## src/rtl/operand_fetch_stage.sv

```systemverilog
// Decode/operand-fetch stage: decodes instruction bytes, reads the 4x16 register file, tracks
// in-flight destinations on a 4-entry scoreboard and assembles the two-byte LDI instruction.
module operand_fetch_stage #(
  parameter int unsigned DATA_W  = 16,
  parameter logic [3:0]  OPC_LDI = 4'h7
) (
  input  logic              clk,
  input  logic              rst,
  input  logic              in_valid,
  output logic              in_ready,
  input  logic [7:0]        in_instr,
  output logic [1:0]        rd_index1,
  output logic [1:0]        rd_index2,
  input  logic [DATA_W-1:0] rd_data1,
  input  logic [DATA_W-1:0] rd_data2,
  input  logic              wb_valid,
  input  logic [1:0]        wb_index,
  input  logic              flush,
  output logic              out_valid,
  input  logic              out_ready,
  output logic [3:0]        out_opcode,
  output logic [1:0]        out_dst,
  output logic              out_wr,
  output logic [DATA_W-1:0] out_a,
  output logic [DATA_W-1:0] out_b
);

  typedef enum logic [0:0] {StInstr, StImm} state_e;

  state_e state_q, state_d;

  logic [3:0]        pend_q, pend_d;
  logic [3:0]        pend_set, pend_clr;
  logic [1:0]        ldi_dst_q, ldi_dst_d;

  logic              out_valid_q, out_valid_d;
  logic [3:0]        out_opcode_q, out_opcode_d;
  logic [1:0]        out_dst_q, out_dst_d;
  logic              out_wr_q, out_wr_d;
  logic [DATA_W-1:0] out_a_q, out_a_d;
  logic [DATA_W-1:0] out_b_q, out_b_d;

  logic [3:0] opcode;
  logic [1:0] ra, rb;
  logic       uses_a, uses_b, writes, is_ldi;
  logic       slot_free, hazard, accept;
  logic       ldi_first, load_out;

  assign opcode    = in_instr[7:4];
  assign ra        = in_instr[3:2];
  assign rb        = in_instr[1:0];
  assign rd_index1 = ra;
  assign rd_index2 = rb;

  // Operand/destination usage per opcode class.
  always_comb begin
    uses_a = 1'b0;
    uses_b = 1'b0;
    writes = 1'b0;
    is_ldi = (opcode == OPC_LDI);
    case (opcode)
      4'h1, 4'h2, 4'h5: begin
        uses_a = 1'b1;
        uses_b = 1'b1;
        writes = 1'b1;
      end
      4'h3, 4'h4: begin
        uses_a = 1'b1;
        writes = 1'b1;
      end
      4'h6: begin
        uses_b = 1'b1;
        writes = 1'b1;
      end
      4'h8: uses_a = 1'b1;
      default: ;
    endcase
    if (is_ldi) begin
      uses_a = 1'b0;
      uses_b = 1'b0;
      writes = 1'b1;
    end
  end

  // Hazards look only at registered pend bits; a same-cycle writeback does not bypass.
  assign hazard    = (uses_a && pend_q[ra]) || (uses_b && pend_q[rb]) || (writes && pend_q[ra]);
  assign slot_free = !out_valid_q || out_ready;
  assign accept    = in_valid && in_ready;
  assign ldi_first = accept && (state_q == StInstr) && is_ldi;
  assign load_out  = accept && !ldi_first;

  // FSM: state register.
  always_ff @(posedge clk or posedge rst) begin
    if (rst) begin
      state_q <= StInstr;
    end else begin
      state_q <= state_d;
    end
  end

  // FSM: next state.
  always_comb begin
    state_d = state_q;
    if (flush) begin
      state_d = StInstr;
    end else if (accept) begin
      state_d = ldi_first ? StImm : StInstr;
    end
  end

  // FSM: outputs.
  always_comb begin
    in_ready = 1'b0;
    if (!rst && !flush && slot_free) begin
      unique case (state_q)
        StInstr: in_ready = !hazard;
        StImm:   in_ready = 1'b1;
        default: in_ready = 1'b0;
      endcase
    end
  end

  // Scoreboard: clears from writeback and flush, set takes precedence on the same index.
  always_comb begin
    pend_set = '0;
    pend_clr = '0;
    if (wb_valid) pend_clr[wb_index] = 1'b1;
    if (flush) begin
      if (out_valid_q && out_wr_q && !out_ready) pend_clr[out_dst_q] = 1'b1;
      if (state_q == StImm) pend_clr[ldi_dst_q] = 1'b1;
    end else if (accept && (state_q == StInstr) && writes) begin
      pend_set[ra] = 1'b1;
    end
    pend_d = (pend_q & ~pend_clr) | pend_set;
  end

  always_comb begin
    ldi_dst_d = ldi_dst_q;
    if (ldi_first) ldi_dst_d = ra;
  end

  // ID/EX register next state.
  always_comb begin
    out_valid_d  = out_valid_q;
    out_opcode_d = out_opcode_q;
    out_dst_d    = out_dst_q;
    out_wr_d     = out_wr_q;
    out_a_d      = out_a_q;
    out_b_d      = out_b_q;
    if (flush) begin
      out_valid_d = 1'b0;
    end else if (load_out) begin
      out_valid_d = 1'b1;
      if (state_q == StImm) begin
        out_opcode_d = OPC_LDI;
        out_dst_d    = ldi_dst_q;
        out_wr_d     = 1'b1;
        out_a_d      = '0;
        out_b_d      = DATA_W'(in_instr);
      end else begin
        out_opcode_d = opcode;
        out_dst_d    = ra;
        out_wr_d     = writes;
        out_a_d      = rd_data1;
        out_b_d      = rd_data2;
      end
    end else if (slot_free) begin
      out_valid_d = 1'b0;
    end
  end

  always_ff @(posedge clk or posedge rst) begin
    if (rst) begin
      pend_q       <= '0;
      ldi_dst_q    <= '0;
      out_valid_q  <= 1'b0;
      out_opcode_q <= '0;
      out_dst_q    <= '0;
      out_wr_q     <= 1'b0;
      out_a_q      <= '0;
      out_b_q      <= '0;
    end else begin
      pend_q       <= pend_d;
      ldi_dst_q    <= ldi_dst_d;
      out_valid_q  <= out_valid_d;
      out_opcode_q <= out_opcode_d;
      out_dst_q    <= out_dst_d;
      out_wr_q     <= out_wr_d;
      out_a_q      <= out_a_d;
      out_b_q      <= out_b_d;
    end
  end

  assign out_valid  = out_valid_q;
  assign out_opcode = out_opcode_q;
  assign out_dst    = out_dst_q;
  assign out_wr     = out_wr_q;
  assign out_a      = out_a_q;
  assign out_b      = out_b_q;

endmodule

```

## config.mk

```make
export PLATFORM = sky130hd
export DESIGN_NAME = operand_fetch_stage
export DESIGN_NICKNAME = d
export VERILOG_FILES = /design/src/rtl/operand_fetch_stage.sv
export SDC_FILE = /design/constraint.sdc
export NUM_CORES = 1
export LEC_CHECK = 0
export BUFFER_PORTS_ARGS = -buffer_cell sky130_fd_sc_hd__buf_2
export CORE_ASPECT_RATIO = 1.1
export CORE_UTILIZATION = 51
export DETAILED_ROUTE_END_ITERATION = 16
export GPL_TIMING_DRIVEN = 0
export PLACE_DENSITY = 0.91
export SLEW_MARGIN = 20
export SYNTH_ARGS = -nofsm -noshare
export SYNTH_HDL_FRONTEND = slang
export SYNTH_SLANG_ARGS = --single-unit
```

## constraint.sdc

```tcl
create_clock -name clk -period 3.06 [get_ports clk]
set_input_delay 0.306 -clock clk [delete_from_list [all_inputs] [get_ports clk]]
set_output_delay 0.306 -clock clk [all_outputs]
set_load 0.02 [all_outputs]
```

==> results.py <==
metrics = {
    "logic_synthesis": {
        "ys_warn_count": 0,
        "synth_top_area_share_pct": 47.1,
        "syn_area_um2": 2500,
        "ys_top_cells_by_area": "dfrtp_1, mux2_4, nor2b_1, mux2_2, mux2_1",
        "synth_top_cell_by_area": "dfrtp_1",
        "netlist_instances": 197,
        "synth_commonest_cells": "dfrtp_1, mux2_4, nor2b_1, mux2_2, nand2_1",
        "synth-seq-cells": 47,
        "ys_async_sr_fraction_pct": 100,
        "synth.avg_cell_area_um2": 12.7,
        "synth.most_common_cell": "dfrtp_1",
        "ys.flop_type": "dfrtp_1",
        "yosysUniqueCellTypes": 40,
        "synth_nets": 245,
        "ys_seq_area_share_pct": 47.1,
        "synth_edf_count": 0,
    },
    "route": {
        "vias": 1865,
        "drtPass1Iterations": 4,
        "drc": 0,
        "wl_per_cell_um": 14.1,
        "vias_per_cell": 5.27,
        "drt_iter0_markers": 139,
        "drtAntennaViolNets": 0,
        "wirelength_um": 4990,
    },
    "worst_setup_path": {
        "critPathMaxFanout": 10,
        "worstSetupPathType": "flip-flop to flip-flop",
        "cp_slowest_cell": "mux4_1",
        "start_kind": "flip-flop",
        "critPathBufInv": 1,
        "path_delay_family": "multiplexers",
        "slowest_delay_ps": 560,
        "cp_data_required_time_ps": 3240,
        "arrival_ps": 2450,
        "cp_cell_sequence": "mux4_1 -> a31oi_2 -> nor3_2 -> nor3b_4 -> buf_6 -> mux2_4",
        "endpoint_kind": "flip-flop",
    },
    "clock_network": {
        "clockBufferDepth": 2,
        "root_buffer": "clkbuf_8",
        "numCtsBuffers": 5,
        "htreeDepth": 2,
        "cts.sinks": 47,
        "clkLatencyLatePin_ps": 290,
        "path_clk_slew_ps": 80,
        "tritoncts": "yes",
        "post_cts_buffers": 0,
    },
    "timing": {
        "worst_pin_slew_ps": 524,
        "finalWorstSetupSlack_ps": 790,
        "fin_skew_ps": 4.89,
        "slew_headroom_pct": 65.0,
        "hold_viol": 0,
        "tns_ps": 0,
        "rsz0062_at_grt": "no",
        "fin_crit_sh_pct": 74.2,
        "setup_viol": 0,
        "fmax_ghz": 0.441,
        "slew_violations": 0,
        "min_period_ps": 2270,
    },
    "pwr": {
        "powerDensity_nw_per_um2": 564,
        "power_leakage_uw": 0.00156,
        "power_uw": 1780,
        "vdd_ir_drop_max_v": 0.000352,
    },
    "placed_design": {
        "dpl.hpwl_um": 3740,
        "post-place-ws_ps": 668,
        "place.gp.congestion": 0.790,
        "io_buffers": 91,
    },
    "global_route": {
        "grt_pass1_wl_um": 7500,
        "grt-ovfl-total": 0,
        "grt_max_degree": 34,
        "antenna_found_initial": 0,
        "grtUsageTotal_pct": 19.8,
        "grt_pass1_vias": 1704,
    },
    "die": {
        "io_pins": 93,
        "chipWidth_um": 68.7,
        "die_area_um2": 5180,
        "die_h_um": 75.4,
        "placementRows": 26,
        "coreArea_um2": 4680,
        "initial_core_util_pct": 53.3,
    },
    "layout": {
        "seqCellArea_um2": 1180,
        "syn_to_final_growth_pct": 26.2,
        "multi_input_area_um2": 1200,
        "antenna_cells": 0,
        "drive_gt1_share_pct": 52.0,
        "fillers": 378,
        "fin_nets": 345,
        "fin_util_pct": 67.3,
    },
    "hold_path": {
        "hp-class": "input pin to flip-flop",
    },
    "status": {
        "outcome": "finished, final reports clean",
    },
    "job": {
        "drv_cap": 0,
    },
}
cells in the final DEF, fill, tap and decap left out, drive strengths merged, types with 3 or more instances in the layout:
master / Yosys / final
buf: 10 / 102
dfrtp: 47 / 47
mux2: 47 / 47
nor2b: 24 / 24
clkbuf: 4 / 12
nand2: 9 / 9
o21ai: 7 / 7
inv: 7 / 7
nor2: 6 / 6
nor3b: 4 / 4
nand3: 3 / 3
registers in the layout (all words and copies together), names as in the netlist, 2 cells and up:
signal and flops:
out_b 16, out_a 16, pend_q 4, out_dst 2
out_opcode 4, ldi_dst_q 2
final timing paths:
path,startpoint,end,slack (ps),depth (start not counted)
setup / recovery,pend_q[1],out_b[15],790,6
min in group asynchronous,rst,out_valid,530,3
max in group asynchronous,rst,out_b[3],2060,4
hold / removal,flush,state_q,280,2
hold reg to reg,out_b[9],out_b[9],490,1
setup reg to reg,pend_q[1],out_b[15],790,6
metrics by stage:
step / area [um^2] / instances / hold slack [ps]
global placement: 3020 / 344 / 464
finish: 3150 / 354 / 279
detailed placement: 3040 / 345 / 304
floorplan: 2500 / 197 / 369
CTS: 3150 / 354 / 284
global route: 3150 / 354 / 296
cell type report:
type / count / share of cell area [%]
Sequential cell: 47 / 37.3
Multi-Input combinational cell: 129 / 38.0
Clock buffer: 8 / 3.17
Buffer: 14 / 3.13
Timing Repair Buffer: 93 / 15.4
Tap cell: 56 / 2.22
Inverter: 7 / 0.833
report_power, final:
part | internal, uW | switching, uW | leakage [uW]
Sequential | 742 | 73.2 | 0.000571
Clock | 206 | 195 | 0.0000515
Combinational | 273 | 287 | 0.000939
Total | 1220 | 556 | 0.00156
layer usage:
metal / up-vias / wire [um] / track usage, % / part of all wire (%)
li1: 877 / - / - / -
met1: 910 / 2180 / 24.7 / 44
met2: 68 / 2450 / 34.4 / 49
met3: 10 / 276 / 4.19 / 5.5
met4: 0 / 88 / 6.12 / 1.8
met5: - / 0 / 0 / 0
logic make-up after synthesis:
group,share of synthesized area [%]
compound gates,4.91
mux,28.4
xor+xnor,0.701
flops,47.1
simple gates,13.9
buf+inv,5.01
worst register-to-register path, cell delays in order (launching register included):
cell,delay (ps)
dfrtp_1,400
mux4_1,560
a31oi_2,220
nor3_2,100
nor3b_4,320
buf_6,240
mux2_4,320
what timing repair did:
action / CTS / global route
hold buffers: 1 / 0
resized for setup: 0 / 0
endpoints found under the hold margin: 14 / 0
Power figures use the tool's default switching activity.
